$ cat src/rtl/pipelined_magnitude_comparator.sv
// pipelined_magnitude_comparator: valid/ready pipelined, cascadable, signed/unsigned A-vs-B magnitude compare
// Parameters: WIDTH operand bits, CHUNK bits resolved per stage; depth/latency STAGES = ceil(WIDTH/CHUNK)
// Ports:
//   clk, rst                 clock (rising edge), asynchronous active-high reset
//   in_valid / in_ready      input handshake; in_ready drops only while the output is stalled
//   a, b                     operands
//   signed_mode              1 = two's-complement compare, 0 = unsigned
//   lt_in, eq_in, gt_in      cascade triple reported when a == b, captured at accept
//   out_valid / out_ready    output handshake
//   lt, eq, gt               one-hot result, all zero while out_valid is low
module pipelined_magnitude_comparator #(
    parameter int WIDTH = 16,
    parameter int CHUNK = 4
) (
    input  logic             clk,
    input  logic             rst,
    input  logic             in_valid,
    output logic             in_ready,
    input  logic [WIDTH-1:0] a,
    input  logic [WIDTH-1:0] b,
    input  logic             signed_mode,
    input  logic             lt_in,
    input  logic             eq_in,
    input  logic             gt_in,
    output logic             out_valid,
    input  logic             out_ready,
    output logic             lt,
    output logic             eq,
    output logic             gt
);
    localparam int STAGES = (WIDTH + CHUNK - 1) / CHUNK;
    localparam int C0 = WIDTH - CHUNK * (STAGES - 1);
    logic stall;
    logic [WIDTH-1:0] af, bf;
    // flipping the sign bit turns a two's-complement order into an unsigned one
    assign af = a ^ (WIDTH'(signed_mode) << (WIDTH - 1));
    assign bf = b ^ (WIDTH'(signed_mode) << (WIDTH - 1));
    for (genvar k = 0; k < STAGES; k++) begin : g
        localparam int SW = (k == 0) ? C0 : CHUNK;
        // bits still unresolved after this stage; the stage keeps only those
        localparam int RW = WIDTH - C0 - k * CHUNK;
        logic [RW+SW-1:0] src_a, src_b;
        logic [SW-1:0] sa, sb;
        logic pv, pd, prl, prg;
        logic [2:0] pc;
        logic v, d, rl, rg;
        logic [2:0] c;
        if (k == 0) begin : src
            assign src_a = af;
            assign src_b = bf;
            assign pv = in_valid;
            assign pd = 1'b0;
            assign prl = 1'b0;
            assign prg = 1'b0;
            assign pc = {lt_in, eq_in, gt_in};
        end else begin : src
            assign src_a = g[k-1].rem.ra;
            assign src_b = g[k-1].rem.rb;
            assign pv = g[k-1].v;
            assign pd = g[k-1].d;
            assign prl = g[k-1].rl;
            assign prg = g[k-1].rg;
            assign pc = g[k-1].c;
        end
        assign sa = src_a[RW+SW-1 -: SW];
        assign sb = src_b[RW+SW-1 -: SW];
        always_ff @(posedge clk or posedge rst) begin
            if (rst) begin
                v  <= 1'b0;
                d  <= 1'b0;
                rl <= 1'b0;
                rg <= 1'b0;
                c  <= 3'b000;
            end else if (!stall) begin
                v  <= pv;
                d  <= pd | (sa != sb);
                rl <= pd ? prl : (sa < sb);
                rg <= pd ? prg : (sa > sb);
                c  <= pc;
            end
        end
        if (RW > 0) begin : rem
            logic [RW-1:0] ra, rb;
            always_ff @(posedge clk) begin
                if (!stall) begin
                    ra <= src_a[RW-1:0];
                    rb <= src_b[RW-1:0];
                end
            end
        end
    end
    assign out_valid = g[STAGES-1].v;
    assign stall = out_valid & ~out_ready;
    assign in_ready = ~stall;
    assign lt = out_valid & (g[STAGES-1].d ? g[STAGES-1].rl : g[STAGES-1].c[2]);
    assign eq = out_valid & ~g[STAGES-1].d & g[STAGES-1].c[1];
    assign gt = out_valid & (g[STAGES-1].d ? g[STAGES-1].rg : g[STAGES-1].c[0]);
endmodule

$ cat config.mk
export PLATFORM = sky130hd
export DESIGN_NAME = pipelined_magnitude_comparator
export DESIGN_NICKNAME = d
export VERILOG_FILES = /design/src/rtl/pipelined_magnitude_comparator.sv
export SDC_FILE = /design/constraint.sdc
export NUM_CORES = 1
export LEC_CHECK = 0
export ABC_AREA = 0
export ABC_CLOCK_PERIOD_IN_PS = 2100
export CAP_MARGIN = 20
export CORE_MARGIN = 3
export CORE_UTILIZATION = 50
export DETAILED_ROUTE_END_ITERATION = 16
export PLACE_DENSITY = 0.75
export SYNTH_ARGS = -nofsm -noshare
export SYNTH_HDL_FRONTEND = slang
export SYNTH_SLANG_ARGS = --single-unit
$ cat constraint.sdc
create_clock -name clk -period 2.1 [get_ports clk]
set_clock_uncertainty 0.05 [all_clocks]
set_input_delay 0.21 -clock clk [delete_from_list [all_inputs] [get_ports clk]]
set_output_delay 0.21 -clock clk [all_outputs]
set_load 0.01 [all_outputs]
==> impl_metrics.toml, run 1 <==
[power]
p_switching_w = 0.00116
p_clk_share_pct = 26.9
p_comb_share_pct = 20.6
p_per_area_nw_per_um2 = 1160
peakVddDrop_uv = 637
switching_share_pct = 26.8
internal_power_w = 0.00319
p_leak_nw = 1.61
pwr-share-seq_pct = 52.5

[critical_path]
arrival_ps = 1630
cp_cell_sequence = "and2b_1 -> inv_2 -> clkdlybuf4s50_1"
critPathMaxStageDelay_ps = 580
cp.required_ps = 1840
start_kind = "flop"
path_class = "flop to output pin"
setup.worst_path.end_class = "output pin"
crit_slowest_cell = "clkdlybuf4s50_1"
critical_path_peak_fanout = 5

[routing]
drt_first_pass_iters = 5
detail-route-antenna-nets = 0
vias_per_cell = 4.76
routed_wl_mm = 4.35
routed-via-count = 1695
wl_per_cell_um = 12.2
drt_iter0_markers = 108
drc = 0

[cells_and_area]
instances_no_fill = 356
final_cell_mix = "nand2_1 (54), edfxtp_1 (48), clkdlybuf4s50_1 (44), dfrtp_1 (28), inv_1 (22)"
n_antenna_cell = 0
fill_cells = 423
layout-drive-gt1-share_pct = 8.10
seq_area_um2 = 2140
fin_nets = 335
fin_area_um2 = 3740
area_growth_pct = 24.8
final_common_cell = "nand2_1"
multi_input_area_um2 = 721

[cts]
clk_pin_slew_ps = 70
cts_tree = "yes"
cts-root-buf = "clkbuf_8"
clk_latency_ps = 350
post-cts-setup-buffers = 0
ctsResizeCount = 0
cts_buffer_depth = 2
holdBufCountCts = 0
numCtsBuffers = 9
cts_sinks = 76
htree_levels = 3

[synth]
ys_ff_latch = 76
synth.net_count = 281
synthXorXnorAreaFrac_pct = 0.585
synth_area_leader_cell = "edfxtp_1"
synth_top_family_by_area = "simple AND/OR/NAND/NOR gates"
synth_compound_area_share_pct = 5.35
syn-cell-area_um2 = 2990
ys_warn_count = 0
netlist.area_leader.share_pct = 48.1
synthMuxAreaShare_pct = 1.67
synth.avg_cell_area_um2 = 13.3
synth_cells = 225
synth-adder-area-share_pct = 6.69
yosys.area_share.simple_pct = 9.78
synthTopCellsByArea = "edfxtp_1 (48%), dfrtp_1 (23%), nand2_1 (6.8%)"
yosysUniqueCellTypes = 24
yosysSeqAreaShare_pct = 71.5

[die]
start_util_pct = 53.1
ios = 45
die_x_um = 83.4
row_count = 27
core_um2 = 5640
die_h_um = 83.4
dieArea_um2 = 6950

[placed_design]
dp_slack_ps = 270
dp_hpwl_mm = 3.10
gp_congestion = 0.734
dpl_cell_area_um2 = 3520
placedCellCount = 340
io_buffers = 44

[timing]
drv_slew = 0
timing.fmax_mhz = 529
worst_slew_pin_slew_ps = 351
fin_crit_ps = 1890
holdWs_ps = 188
setup-tns-final_ps = 0
hold_viol_final = 0
fin_crit_sh_pct = 90.0
setup_violations = 0
rsz0062_at_grt = "false"
maxSlewHeadroom_pct = 76.6
worst_slack_ps = 209

[global_route]
grt_usage_pct = 14.0
grt_pass1_vias = 1680
overflow = 0
grt_pass1_wl_mm = 7.38
grt_antenna_before_repair = 0
grt_max_degree = 60

[min_path]
hp-class = "input port to asynchronous set/reset pin"

[job]
maxCapViolations = 0

[status]
status = "complete, no violations"
-- worst paths after layout --
check                      slack, ps                startpoint  depth (start not counted)                        to
min in group clk                 340                     gt_in                          3     g[0].c[0]$_DFFE_PP0N_
min reg2reg                      370  g[0].rem.ra[0]$_DFFE_PN_                          0  g[1].rem.ra[0]$_DFFE_PN_
max in group asynchronous       1550                       rst                          3     g[3].c[1]$_DFFE_PP0N_
min                              190                       rst                          3       g[1].rl$_DFFE_PP0N_
max reg2reg                      550  g[2].rem.ra[3]$_DFFE_PN_                          4        g[3].d$_DFFE_PP0N_
max                              210     out_valid$_DFFE_PP0N_                          3                  in_ready
-- power groups by stage --
stage	combinational (W)	clock, W	sequential, W
2_1_floorplan	0.000635	0	0.00227
3_3_place_gp	0.000877	0	0.00229
3_5_place_dp	0.000921	0	0.00232
4_1_cts	0.000923	0.00120	0.00229
5_1_grt	0.00104	0.00129	0.00233
6_report	0.000899	0.00117	0.00228
-- kinds of logic (layout without fill, tap and decap cells) --
logic type,after synthesis,in the layout
multiplexers,4,4
AND/OR/NAND/NOR,72,72
adder cells (fa/ha/maj),16,16
flip-flops,76,76
XOR/XNOR,2,2
buffers and inverters,28,87
AO/OA/AOI/OAI,27,27
-- registers in the layout, indices dropped and copies added (netlist names) --
| register | count |
|---|---|
| out_valid | 1 |
| g.rem.rb | 24 |
| g.c | 12 |
| g.rl | 4 |
| g.rem.ra | 24 |
| g.v | 3 |
| g.rg | 4 |
| g.d | 4 |
-- routing by layer --
layer | routed length [µm] | up-vias | part of all wire (%) | GRT usage [%]
li1 | - | 873 | - | -
met1 | 1850 | 775 | 43 | 16.4
met2 | 2150 | 38 | 49 | 21.7
met3 | 249 | 9 | 5.7 | 5.56
met4 | 99 | 0 | 2.3 | 8.02
met5 | 0 | - | 0 | 0
-- area by class of cell --
class	instances	area share, %
Inverter	23	2.31
Tap cell	72	2.41
Clock buffer	9	3.31
Multi-Input combinational cell	121	19.3
Sequential cell	76	57.3
Clock inverter	7	2.44
Timing Repair Buffer	48	12.9
-- critical path, delay by kind of cell (launching register included) --
kind                   cells  cell delay [ps]
buffers and inverters      2              690
flip-flops                 1              410
AND/OR/NAND/NOR            1              200
-- synthesized netlist by cell type --
library cell	n
inv_1	22
and2b_1	1
edfxtp_1	48
dfrtp_1	28
a21oi_1	15
nor3_1	1
nand4_1	1
a22o_1	2
a211oi_1	3
or3_1	2
xor2_1	1
nand2b_1	1
nor2b_1	3
inv_2	1
nor2_1	9
a32o_1	2
ha_1	16
mux2_4	2
o21ai_0	5
buf_4	3
buf_6	2
xnor2_1	1
nand2_1	54
mux2i_1	2
-- per-stage QoR --
| stage | util [%] | total power (W) |
|---|---|---|
| final | 66.2 | 0.00435 |
| after CTS | 66.2 | 0.00441 |
| after floorplan | - | 0.00290 |
| after global routing | 66.2 | 0.00466 |
| after detailed placement | 62.4 | 0.00324 |
| after global placement | 62.4 | 0.00317 |
Power figures use the tool's default switching activity.
==> run 2, diff against run 1 <==
Settings changed: ABC_CLOCK_PERIOD_IN_PS 2100 to 1500, DONT_BUFFER_PORTS set to 1, PLACE_DENSITY 0.75 to 0.68.
Clock period 2.1 ns to 1.5 ns, I/O delays scaled along.
==> run 2 against run 1 <==
The flow now finishes with violations (setup timing). Sequential power rose by 40%. Hold slack got worse by 39 ps. Non-clock buffer count fell by 11. Global-route usage rose by 0.15 points. Worst setup slack got worse by 250 ps. Sequential cell count did not move. Final cell count fell by 3.1%. Routed wire length rose by 3.2%. Via count rose by 0.65%. First-iteration DRC count fell by 9.3%. Utilization fell by 0.38 points. Critical path depth rose by 1.
==> impl_metrics.toml, run 2 (same netlist as run 1, synthesis figures left out) <==
[critical_path]
critical_path_peak_fanout = 2
crit_buf_inv = 0
cp.required_ps = 1670
ff2ff_path_depth = 4
cp_cell_sequence = "ha_4 -> nand2_2 -> or3_4 -> a32o_1"
worstReg2RegEnd = "g[2].rg$_DFFE_PP0N_"
cp_num_cells = 4
path_class = "flop to flop"
rrSetupSlack_ps = -50
setup.worst_path.end_class = "flop"
critPathMaxStageDelay_ps = 430
path_delay_family = "flip-flops"
start_kind = "flop"
arrival_ps = 1720
timing.rr.start = "g[1].rem.ra[5]$_DFFE_PN_"
crit_slowest_cell = "edfxtp_1"

[power]
peakVddDrop_uv = 1340
p_per_area_nw_per_um2 = 1700
p_leak_nw = 1.61
finalPower_w = 0.00633

[placed_design]
io_buffers = 0
dpl_cell_area_um2 = 3100
dp_hpwl_mm = 2.58
gp_congestion = 0.740

[cells_and_area]
fin_nets = 324
layout-drive-gt1-share_pct = 12.1
fin_area_um2 = 3720
final_common_cell = "nand2_1"
n_antenna_cell = 0
final_cell_mix = "nand2_1 (51), edfxtp_1 (48), dlygate4sd3_1 (29), dfrtp_1 (28), inv_1 (22)"
final_util_pct = 65.9
reg.largest.list = "g.rem.ra (24), g.rem.rb (24), g.c (12)"
fill_cells = 417
area_growth_pct = 24.1

[timing]
drv_slew = 0
rsz0062_at_grt = "true"
hold_viol_final = 0
worst_slack_ps = -45.1
setup-tns-final_ps = -92.8
setup_violations = 3
worst_slew_pin_slew_ps = 350
maxSlewHeadroom_pct = 76.7
fin_crit_sh_pct = 103
fin_crit_ps = 1550
timing.fmax_mhz = 647

[min_path]
holdCritStartpoint = "b[12]"
whs_endpoint = "g[0].d$_DFFE_PP0N_"
hp-class = "input port to flop"
min_delay_path_depth = 4

[die]
ios = 45
row_count = 27
core_um2 = 5640
die_x_um = 83.4
die_h_um = 83.4
start_util_pct = 53.1
dieArea_um2 = 6950

[cts]
clk_latency_ps = 340
clk_pin_slew_ps = 70
cts-root-buf = "clkbuf_8"
cts_buffer_depth = 2
numCtsBuffers = 9
cts_tree = "yes"
htree_levels = 3
cts_sinks = 76

[routing]
vias_per_cell = 4.94
drc = 0
drt_first_pass_iters = 5
routed_wl_mm = 4.49
detail-route-antenna-nets = 0
routed-via-count = 1706
drt_iter0_markers = 98
wl_per_cell_um = 13.0

[job]
maxCapViolations = 0

[status]
violations = "setup timing"
status = "finished with violations"

[global_route]
grt_pass1_wl_mm = 7.69
overflow = 0
grt_max_degree = 29
grt_usage_pct = 14.1
grt_antenna_before_repair = 0
grt_pass1_vias = 1782
-- run 2: cell types whose count changed in the layout (fill, tap and decap cells not counted), sizes merged --
cell and change:
clkdlybuf4s50 -44, dlygate4sd3 +29, buf +3, clkbuf +2, clkinv -2, bufbuf +1
bufinv +1, clkinvlp -1
-- run 2: cell type report --
cell class / count / area [µm²] / area share [%]
flip-flops and latches: 76 / 2140 / 57.6
multi-input cells: 121 / 776 / 20.9
repair buffers: 37 / 388 / 10.4
clock buffers: 11 / 131 / 3.54
clock inverters: 5 / 100 / 2.69
well taps: 72 / 90.1 / 2.42
inverters: 23 / 88.8 / 2.39
-- run 2: worst max-delay path by stage --
stage | from | to
floorplan | g[2].rem.ra[3]$_DFFE_PN_ | g[3].d$_DFFE_PP0N_
global placement | g[2].rem.ra[3]$_DFFE_PN_ | g[3].d$_DFFE_PP0N_
detailed placement | g[1].rem.ra[7]$_DFFE_PN_ | g[2].d$_DFFE_PP0N_
CTS | g[1].rem.ra[5]$_DFFE_PN_ | g[2].d$_DFFE_PP0N_
global route | g[1].rem.ra[5]$_DFFE_PN_ | g[2].rg$_DFFE_PP0N_
finish | g[1].rem.ra[5]$_DFFE_PN_ | g[2].rg$_DFFE_PP0N_
-- run 2: report_power, final --
| part | leakage [nW] | total, W | internal, W | switching, W |
|---|---|---|---|---|
| clock | 0.117 | 0.00178 | 0.00110 | 0.000678 |
| combinational | 0.676 | 0.00136 | 0.000618 | 0.000744 |
| sequential | 0.814 | 0.00319 | 0.00295 | 0.000236 |
| total | 1.61 | 0.00633 | 0.00467 | 0.00166 |
-- run 2: metal layers --
layer / track usage [%] / part of all wire (%) / routed length, µm / vias up
met5: 0 / 0 / 0 / -
met2: 23.9 / 49 / 2200 / 45
met1: 15.9 / 43 / 1950 / 799
met4: 8.02 / 2.6 / 117 / 0
met3: 4.07 / 4.9 / 222 / 11
li1: - / - / - / 851
-- run 2: metrics by stage --
step / setup WS (ps) / hold WS, ps / cells
finish: -45.1 / 150 / 345
detailed placement: -28.3 / 76.3 / 299
CTS: -21.5 / 134 / 345
global placement: 13.3 / 78.9 / 299
global route: -76.9 / 191 / 345
floorplan: 31.9 / 165 / 225
-- run 2: tightest hold or removal path, stage by stage --
cell and delay (ps):
ha_1 90, nand2_1 40, nor2_1 130, a21oi_1 80
-- run 2: repair_timing --
action,in CTS,in global routing
pin swaps,6,3
setup endpoints to repair,5,6
buffers inserted,0,0
hold buffers,29,0
hold endpoints to repair,56,0
gates cloned,1,0
gates resized for setup,1,10
==> run 3, diff against run 2 <==
Settings changed: CORE_ASPECT_RATIO set to 0.75.
==> run 3 against run 2 <==
The run still ends with setup timing left. Total power shrank 3.5%. Non-clock buffer count increased by 2. Clock power is 8% lower. Worst setup slack better by 23 ps. Die area increased by 0.13%. Clock-buffer cell count shrank 2. Utilization is 0.32 points higher. Maximum frequency up 1.5%. Largest cell class unchanged. Highest routed layer unchanged.
==> impl_metrics.toml, run 3 (same netlist as run 1, synthesis figures left out) <==
[routing]
drt_first_pass_iters = 4
drt_iter0_markers = 94
drc = 0
vias_per_cell = 4.88
wl_per_cell_um = 12.5
routed-via-count = 1707
routed_wl_mm = 4.37
detail-route-antenna-nets = 0

[critical_path]
start_kind = "flop"
path_delay_family = "flip-flops"
cp_cell_sequence = "ha_4 -> nand2_2 -> or3_4 -> mux2_4"
crit_buf_inv = 0
arrival_ps = 1700
setup.worst_path.end_class = "flop"
path_class = "flop to flop"
crit_slowest_cell = "edfxtp_1"
cp.required_ps = 1680
ff2ff_path_depth = 4
cp_num_cells = 4
critical_path_peak_fanout = 2
critPathMaxStageDelay_ps = 420

[timing]
worst_slack_ps = -21.9
holdWs_ps = 148
hold_viol_final = 0
fin_crit_ps = 1520
maxSlewHeadroom_pct = 76.4
rsz0062_at_grt = "true"
timing.fmax_mhz = 657
drv_slew = 0
worst_slew_pin_slew_ps = 354
setup_violations = 2
fin_crit_sh_pct = 101

[cells_and_area]
fin_nets = 326
final_util_pct = 66.2
area_growth_pct = 22.8
final_cell_mix = "nand2_1 (53), edfxtp_1 (48), dlygate4sd3_1 (29), dfrtp_1 (28), inv_1 (22)"
n_antenna_cell = 0
seq_area_um2 = 2140
fin_area_um2 = 3680
reg.largest.list = "g.rem.ra (24), g.rem.rb (24), g.c (12)"
multi_input_area_um2 = 746
final_common_cell = "nand2_1"
layout-drive-gt1-share_pct = 11.6
fill_cells = 409

[placed_design]
dpl_cell_area_um2 = 3120
dp_slack_ps = -20.4
gp_congestion = 0.692
io_buffers = 0
dp_hpwl_mm = 2.53

[die]
start_util_pct = 53.9
die_x_um = 95.4
row_count = 23
core_um2 = 5550
dieArea_um2 = 6960
ios = 45
die_h_um = 73.0

[power]
p_leak_nw = 1.58
peakVddDrop_uv = 1010
p_per_area_nw_per_um2 = 1660

[cts]
cts_sinks = 76
cts_tree = "yes"
htree_levels = 3
cts_buffer_depth = 2
clk_latency_ps = 340
numCtsBuffers = 9
cts-root-buf = "clkbuf_8"
clk_pin_slew_ps = 70

[global_route]
grt_pass1_wl_mm = 7.25
overflow = 0
grt_usage_pct = 14.3
grt_max_degree = 29
grt_antenna_before_repair = 0
grt_pass1_vias = 1597

[min_path]
hp-class = "input port to flop"
min_delay_path_depth = 4

[status]
violations = "setup timing"
status = "finished with violations"

[job]
maxCapViolations = 0
-- run 3: cell count changes in the layout (fill, tap and decap cells not counted) --
cell and change:
clkinvlp_4 +3, buf_4 +2, clkbuf_1 -2, ha_1 +2, ha_4 -2, nand2_1 +2, nand2_2 -2, buf_12 +1
bufbuf_16 -1, bufinv_16 -1, clkinv_1 +1, clkinv_2 -1
-- run 3: what timing repair did --
action | 4_1_cts | 5_1_grt
pin swaps | 7 | 1
resized for setup | 5 | 5
setup endpoints to repair | 5 | 5
buffers inserted | 2 | 0
hold buffers | 29 | 0
gates cloned | 0 | 0
endpoints found under the hold margin | 56 | 0
-- run 3: cell type report --
class	count	share of cell area [%]
clock buffer	9	3.37
multi-input combinational	121	20.3
clock inverter	7	2.48
inverter	23	2.42
sequential	76	58.3
tap	75	2.55
timing repair buffer	39	10.6
-- run 3: routing by layer --
metal	GRT usage, %	up-vias	share of wire (%)
met5	0	-	0
met4	5.76	0	1.5
met3	7.01	7	6.8
met2	21.9	46	46
met1	17.4	801	46
li1	-	853	-
-- run 3: worst reg2reg max path: cells and delay by family (launching register included) --
kind                       cells  cell delay [ps]
adders and majority gates      1              290
muxes                          1              260
and+or+nand+nor                2              400
DFF                            1              420
-- run 3: power by group --
| part | internal (W) | total [W] | switching [W] | leakage [nW] |
|---|---|---|---|---|
| Combinational | 0.000570 | 0.00128 | 0.000712 | 0.672 |
| Sequential | 0.00295 | 0.00319 | 0.000233 | 0.814 |
| Clock | 0.000926 | 0.00164 | 0.000717 | 0.0989 |
-- run 3: final timing paths --
| check | slack, ps | startpoint | to |
|---|---|---|---|
| max | -20 | g[2].rem.ra[1]$_DFFE_PN_ | g[3].d$_DFFE_PP0N_ |
| min | 150 | b[12] | g[0].d$_DFFE_PP0N_ |
| max reg2reg | -20 | g[2].rem.ra[1]$_DFFE_PN_ | g[3].d$_DFFE_PP0N_ |
| min reg2reg | 370 | g[0].rem.rb[5]$_DFFE_PN_ | g[1].rem.rb[5]$_DFFE_PN_ |
| max in group asynchronous | 870 | rst | g[0].v$_DFFE_PP0N_ |
| min in group asynchronous | 250 | rst | g[3].c[1]$_DFFE_PP0N_ |
-- run 3: stage by stage --
stage                     total power, W  cells  setup TNS [ps]
after floorplan                  0.00407    225               0
after global placement           0.00432    303               0
after detailed placement         0.00437    303           -58.1
after CTS                        0.00614    350           -11.9
after global routing             0.00653    350            -244
final                            0.00611    350           -29.1
